[config.mk]
export PLATFORM = sky130hd
export DESIGN_NAME = seg_word_decoder
export DESIGN_NICKNAME = d
export VERILOG_FILES = /design/src/rtl/seg_word_pkg.sv /design/src/rtl/seg_word_match.sv /design/src/rtl/seg_word_decoder.sv
export SDC_FILE = /design/constraint.sdc
export NUM_CORES = 1
export LEC_CHECK = 0
export ABC_AREA = 1
export ABC_CLOCK_PERIOD_IN_PS = 3230
export BUFFER_PORTS_ARGS = -buffer_cell sky130_fd_sc_hd__buf_2
export CAP_MARGIN = 20
export CORE_MARGIN = 2
export CORE_UTILIZATION = 48
export DETAILED_ROUTE_END_ITERATION = 7
export GPL_TIMING_DRIVEN = 0
export PLACE_DENSITY = 0.73
export SLEW_MARGIN = 20
export SYNTH_ARGS = -nofsm -noshare
export SYNTH_HDL_FRONTEND = slang
export SYNTH_HIERARCHICAL = 1
export SYNTH_SLANG_ARGS = --single-unit
[constraint.sdc]
create_clock -name clk -period 3.23 [get_ports clk]
set_input_delay 0.646 -clock clk [delete_from_list [all_inputs] [get_ports clk]]
set_output_delay 0.646 -clock clk [all_outputs]
set_load 0.01 [all_outputs]
[src/rtl/seg_word_pkg.sv]
`default_nettype none
// ============================================================================
// Module      : seg_word_pkg
// Description : Segment pattern types, letter constants and product word table
//               shared by the segment word decoder.
// Revision    : 1.0 - initial release
// ============================================================================
package seg_word_pkg;

    typedef logic [6:0] seg_t;
    typedef logic [2:0] item_code_t;

    // Active-low patterns, bit 6 = g ... bit 0 = a
    localparam seg_t SEG_BLANK = 7'b1111111;
    localparam seg_t SEG_A     = 7'b0001000;
    localparam seg_t SEG_B     = 7'b0000000;
    localparam seg_t SEG_C     = 7'b1000110;
    localparam seg_t SEG_D     = 7'b1000000;
    localparam seg_t SEG_E     = 7'b0000110;
    localparam seg_t SEG_G     = 7'b1000010;
    localparam seg_t SEG_I     = 7'b1111001;
    localparam seg_t SEG_L     = 7'b1000111;
    localparam seg_t SEG_O     = 7'b1000000;
    localparam seg_t SEG_P     = 7'b0001100;
    localparam seg_t SEG_S     = 7'b0010010;
    localparam seg_t SEG_U     = 7'b1000001;

    typedef struct packed {
        item_code_t      code;
        seg_t [3:0]      digits;   // [3] = HEX3 (first on the bus)
    } word_entry_t;

    localparam int NUM_WORDS = 6;

    localparam word_entry_t [NUM_WORDS-1:0] WORD_TABLE = {
        {3'b110, SEG_S,     SEG_O, SEG_U, SEG_P},
        {3'b101, SEG_BLANK, SEG_C, SEG_A, SEG_L},
        {3'b100, SEG_B,     SEG_A, SEG_L, SEG_L},
        {3'b011, SEG_D,     SEG_I, SEG_C, SEG_E},
        {3'b001, SEG_BLANK, SEG_U, SEG_S, SEG_B},
        {3'b000, SEG_BLANK, SEG_B, SEG_A, SEG_G}
    };

    function automatic logic is_discount(input item_code_t c);
        return ($countones(c) == 2);
    endfunction

endpackage
`default_nettype wire

[src/rtl/seg_word_match.sv]
`default_nettype none
// ============================================================================
// Module      : seg_word_match
// Description : Combinational exact match of a 4-digit frame against the
//               product word table.
// Revision    : 1.0 - initial release
// ============================================================================
module seg_word_match
    import seg_word_pkg::*;
(
    input  logic [3:0][6:0] digits,
    output logic [2:0]      code,
    output logic            hit,
    output logic            discount
);

    always_comb begin
        code = 3'b000;
        hit  = 1'b0;
        for (int i = 0; i < NUM_WORDS; i++) begin
            if (digits == WORD_TABLE[i].digits) begin
                code = WORD_TABLE[i].code;
                hit  = 1'b1;
            end
        end
    end

    assign discount = hit & is_discount(code);

endmodule
`default_nettype wire

[src/rtl/seg_word_decoder.sv]
`default_nettype none
// ============================================================================
// Module      : seg_word_decoder
// Description : Collects four 7-segment digits per frame (HEX3 first), matches
//               them against the product words and presents code/discount/
//               bad_word through a valid/ready output.
//               Optional bad-frame counter: define SEG_DEC_ERR_CNT_EN.
// Revision    : 1.0 - initial release
// ============================================================================
module seg_word_decoder
    import seg_word_pkg::*;
#(
    parameter int ERR_W = 8
) (
    input  logic             clk,
    input  logic             reset_n,
    input  logic [6:0]       seg_in,
    input  logic             seg_first,
    input  logic             seg_valid,
    output logic             seg_ready,
    output logic [2:0]       code,
    output logic             discount,
    output logic             bad_word,
    output logic             out_valid,
    input  logic             out_ready,
    output logic [ERR_W-1:0] err_count
);

    localparam logic [1:0] ST_IDLE    = 2'd0;
    localparam logic [1:0] ST_COLLECT = 2'd1;
    localparam logic [1:0] ST_HOLD    = 2'd2;

    logic [1:0]      state_q, state_d;
    logic [1:0]      idx_q, idx_d;
    logic [3:0][6:0] slot_q, slot_d;
    logic [2:0]      code_q, code_d;
    logic            discount_q, discount_d;
    logic            bad_word_q, bad_word_d;
    logic            seg_ready_q, seg_ready_d;

    logic            accept;
    logic            last_digit;
    logic [2:0]      match_code;
    logic            match_hit;
    logic            match_discount;

    assign accept     = seg_valid & seg_ready_q;
    assign last_digit = accept & (state_q == ST_COLLECT) & ~seg_first & (idx_q == 2'd0);

    // Slot update kept separate so the matcher sees the frame including the
    // digit being accepted this cycle.
    always_comb begin
        slot_d = slot_q;
        if (accept && (state_q != ST_HOLD)) begin
            if (seg_first) begin
                slot_d[3] = seg_in;
            end else if (state_q == ST_COLLECT) begin
                slot_d[idx_q] = seg_in;
            end
        end
    end

    seg_word_match u_match (
        .digits   (slot_d),
        .code     (match_code),
        .hit      (match_hit),
        .discount (match_discount)
    );

    always_comb begin
        state_d    = state_q;
        idx_d      = idx_q;
        code_d     = code_q;
        discount_d = discount_q;
        bad_word_d = bad_word_q;
        case (state_q)
            ST_IDLE: begin
                if (accept && seg_first) begin
                    idx_d   = 2'd2;
                    state_d = ST_COLLECT;
                end
            end
            ST_COLLECT: begin
                if (accept) begin
                    if (seg_first) begin
                        idx_d = 2'd2;
                    end else if (idx_q == 2'd0) begin
                        code_d     = match_hit ? match_code : 3'b000;
                        discount_d = match_discount;
                        bad_word_d = ~match_hit;
                        state_d    = ST_HOLD;
                    end else begin
                        idx_d = idx_q - 2'd1;
                    end
                end
            end
            ST_HOLD: begin
                if (out_ready) begin
                    state_d = ST_IDLE;
                end
            end
            default: begin
                state_d = ST_IDLE;
            end
        endcase
    end

    // Registered so ready stays low through reset and rises on the first edge after.
    assign seg_ready_d = (state_d != ST_HOLD);

    always_ff @(posedge clk or negedge reset_n) begin
        if (!reset_n) begin
            state_q     <= ST_IDLE;
            idx_q       <= 2'd0;
            slot_q      <= {4{SEG_BLANK}};
            code_q      <= 3'b000;
            discount_q  <= 1'b0;
            bad_word_q  <= 1'b0;
            seg_ready_q <= 1'b0;
        end else begin
            state_q     <= state_d;
            idx_q       <= idx_d;
            slot_q      <= slot_d;
            code_q      <= code_d;
            discount_q  <= discount_d;
            bad_word_q  <= bad_word_d;
            seg_ready_q <= seg_ready_d;
        end
    end

    assign seg_ready = seg_ready_q;
    assign out_valid = (state_q == ST_HOLD);
    assign code      = code_q;
    assign discount  = discount_q;
    assign bad_word  = bad_word_q;

`ifdef SEG_DEC_ERR_CNT_EN
    logic [ERR_W-1:0] err_count_q, err_count_d;
    logic             bad_load;

    assign bad_load = last_digit & ~match_hit;

    always_comb begin
        err_count_d = err_count_q;
        if (bad_load && !(&err_count_q)) begin
            err_count_d = err_count_q + 1'b1;
        end
    end

    always_ff @(posedge clk or negedge reset_n) begin
        if (!reset_n) begin
            err_count_q <= '0;
        end else begin
            err_count_q <= err_count_d;
        end
    end

    assign err_count = err_count_q;
`else
    logic unused_last_digit;
    assign unused_last_digit = last_digit;
    assign err_count         = '0;
`endif

endmodule
`default_nettype wire

==> flow_metrics.py <==
metrics = {
    "critical_path": {
        "path_buf_inv": 4,
        "regToRegStartpoint": "idx_q[0]",
        "crit_path_end": "discount",
        "crit_fanout": 9,
        "crit_family": "simple AND/OR/NAND/NOR gates",
        "cp.arrival_ns": 3.06,
        "critPathLaunch": "idx_q[0]",
        "critPathMaxStageDelay_ns": 0.57,
        "ff2ff_setup_slack_ns": 0.35,
        "crit_path_start_kind": "flip-flop",
        "r2r_cells": 21,
        "critPathMostFrequentCell": "nand2_1",
        "reg2reg_to": "discount",
        "endpoint_kind": "flip-flop",
        "critical_path_class": "flip-flop to flip-flop",
        "path_cells": "inv_1 -> ha_1 -> nand2_1 -> nor2_2 -> nand2_4 -> inv_2 -> nand2_1 -> nand2_1 -> inv_2 -> nand2_1 -> nor2_1 -> nand2_1 -> nor2_2 -> nand2_1 -> nand3_1 -> fa_1 -> inv_1 -> nand2_1 -> nor2_2 -> nand2_1 -> nand2_1",
        "cp.required_ns": 3.41,
        "crit_path_top_delay_cell": "fa_1",
        "cp.depth": 21,
    },
    "floorplanning": {
        "die_h_um": 74.4,
        "start_util_pct": 50.0,
        "num_rows": 25,
        "die-width_um": 74.4,
        "core_um2": 4750,
        "dieArea_um2": 5530,
        "ioPinCount": 27,
    },
    "drt": {
        "wl_per_cell_um": 12.1,
        "ant_nets": 0,
        "top_layer": "met4",
        "wirelength_mm": 5.26,
        "viasPerCell": 4.61,
        "m1WireLength_mm": 2.55,
        "drc": 0,
        "firstDrtPassIters": 5,
        "met2WireLength_mm": 2.50,
        "wl_met3_um": 173,
        "num_vias": 2011,
        "first_iter_violations": 88,
    },
    "run": {
        "cap_violations": 0,
    },
    "finish": {
        "final_common_cell": "nand2_1",
        "final_cell_mix": "nand2_1, nor2_1, inv_1",
        "nNetsFinal": 385,
        "antenna_cells": 0,
        "drive_above_1_share_pct": 26.8,
        "fin_util_pct": 55.9,
        "syn_to_final_growth_pct": 11.9,
    },
    "logic_synthesis": {
        "synth_cell_types": 22,
        "syn_area_um2": 2380,
        "synth-seq-cells": 38,
        "yosysWarnings": 6,
        "synth_area_per_cell_um2": 7.07,
        "synth_ff_type": "dfstp_2",
        "synth-async-reset-ratio_pct": 100,
        "postSynthCellCount": 336,
        "synth_edf_count": 0,
        "ys_seq_area_share_pct": 41.5,
    },
    "clock_network": {
        "postCtsSetupRepairBufs": 0,
        "cts.clk_slew.worst_paths_ns": 0.07,
        "cts_made_buffers": 5,
        "clock_path_buffers": 2,
        "root_buffer": "clkbuf_8",
        "cts_tree": "built",
        "ctsResizeCount": 0,
        "cts.sink_count": 38,
        "htree_num_levels": 2,
        "worstSkewPairLatency_ns": 0.28,
        "hold_buffers": 0,
    },
    "timing": {
        "finClkSkew_ns": 0.00696,
        "drv_slew": 0,
        "layout_min_cycle_time_ns": 2.88,
        "relSlewSlack_pct": 44.1,
        "hold_viol": 0,
        "min_period_over_period_pct": 89.1,
        "grt_setup_unrepaired": "no",
        "setup_viol": 0,
        "setup_tns_ns": 0,
        "worst_pin_slew_ns": 0.839,
        "clock.fmax_mhz": 347,
    },
    "outcome": {
        "status": "finished, final reports clean",
    },
    "place": {
        "post-dp-hpwl_mm": 4.00,
        "port_buffers": 18,
        "gp_congestion": 0.915,
    },
    "global_route": {
        "grt_max_degree": 39,
        "grt_pass1_wl_mm": 8.51,
        "track_usage_pct": 20.9,
        "overflow": 0,
        "first_global_vias": 1743,
        "antenna_found_initial": 0,
    },
    "power": {
        "p_leak_nw": 1.36,
        "irDropWorstVdd_mv": 0.262,
        "p_per_area_nw_per_um2": 739,
    },
    "hold_path": {
        "hp-class": "input pin to async pin",
    },
}
## cell usage after synthesis, types with 4 or more instances
| cell | number | area [µm²] |
|---|---|---|
| ha_1 | 4 | 50.1 |
| inv_1 | 32 | 120 |
| nand2_2 | 6 | 37.5 |
| inv_2 | 11 | 41.3 |
| nor2_4 | 5 | 56.3 |
| nand2_1 | 140 | 526 |
| nor2_1 | 37 | 139 |
| dfstp_2 | 28 | 736 |
| o21ai_0 | 4 | 20.0 |
| buf_4 | 8 | 60.1 |
| nor2_2 | 7 | 43.8 |
| nand3_1 | 31 | 155 |
| dfrtp_1 | 10 | 250 |
## worst min path at each step
stage / startpoint / end / slack [ns] / cells after the start
floorplan: reset_n / bad_word / 0.35 / 0
finish: reset_n / code[0] / 0.48 / 1
CTS: reset_n / bad_word / 0.48 / 1
detailed placement: discount / discount / 0.46 / 2
global placement: code[2] / code[2] / 0.46 / 2
global route: code[2] / code[2] / 0.51 / 2
## power by group
| group | leakage, nW | internal (mW) | switching, mW |
|---|---|---|---|
| Clock | 0.0450 | 0.149 | 0.158 |
| Sequential | 0.420 | 0.730 | 0.0705 |
| Combinational | 0.898 | 0.262 | 0.597 |
## area by class of cell
cell class | count | area, µm²
Fill cell | 485 | 2100
Buffer | 11 | 93.8
Multi-Input combinational cell | 251 | 1160
Clock inverter | 2 | 10.0
Sequential cell | 38 | 986
Clock buffer | 6 | 72.6
Inverter | 43 | 161
Timing Repair Buffer | 18 | 90.1
Tap cell | 67 | 83.8
## worst reg2reg max path, cell delays in order (launching register included)
cell     delay [ns]
dfrtp_1        0.44
inv_1          0.10
ha_1           0.15
nand2_1        0.08
nor2_2         0.15
nand2_4        0.11
inv_2          0.14
nand2_1        0.07
nand2_1        0.10
inv_2          0.03
nand2_1        0.14
nor2_1         0.08
nand2_1        0.09
nor2_2         0.04
nand2_1        0.09
nand3_1        0.15
fa_1           0.57
inv_1          0.04
nand2_1        0.06
nor2_2         0.04
nand2_1        0.05
nand2_1        0.05
## through the flow
stage | power (mW) | hold WS, ns | area, µm² | worst slack (ns) | std cells
after floorplan | 1.46 | 0.350 | 2400 | 0.572 | 343
after global placement | 1.64 | 0.464 | 2580 | 0.205 | 428
after detailed placement | 1.66 | 0.464 | 2580 | 0.174 | 428
after CTS | 1.97 | 0.485 | 2660 | 0.346 | 436
after global routing | 2.14 | 0.511 | 2660 | 0.0497 | 436
final | 1.97 | 0.478 | 2660 | 0.351 | 436
## sequential cells by signal, indices dropped and copies added (netlist names)
register	count
code	3
discount	1
seg_ready	1
state_q	2
bad_word	1
idx_q	2
slot_q	28
## layer usage
layer | vias up | global-route usage [%]
li1 | 1058 | -
met1 | 915 | 29.5
met2 | 36 | 32.9
met3 | 2 | 3.66
met4 | 0 | 6.35
met5 | - | 0
## kinds of logic (layout without fill, tap and decap cells)
| kind of cell | count (synthesis) | count (layout) | share of synthesized area (%) |
|---|---|---|---|
| buf+inv | 54 | 80 | 10.7 |
| simple gates | 233 | 233 | 43.4 |
| other cells | 1 | 8 | 0.158 |
| compound gates | 5 | 5 | 1.21 |
| fa+ha+maj | 5 | 5 | 2.95 |
| flops | 38 | 38 | 41.5 |
Power figures use the tool's default switching activity.
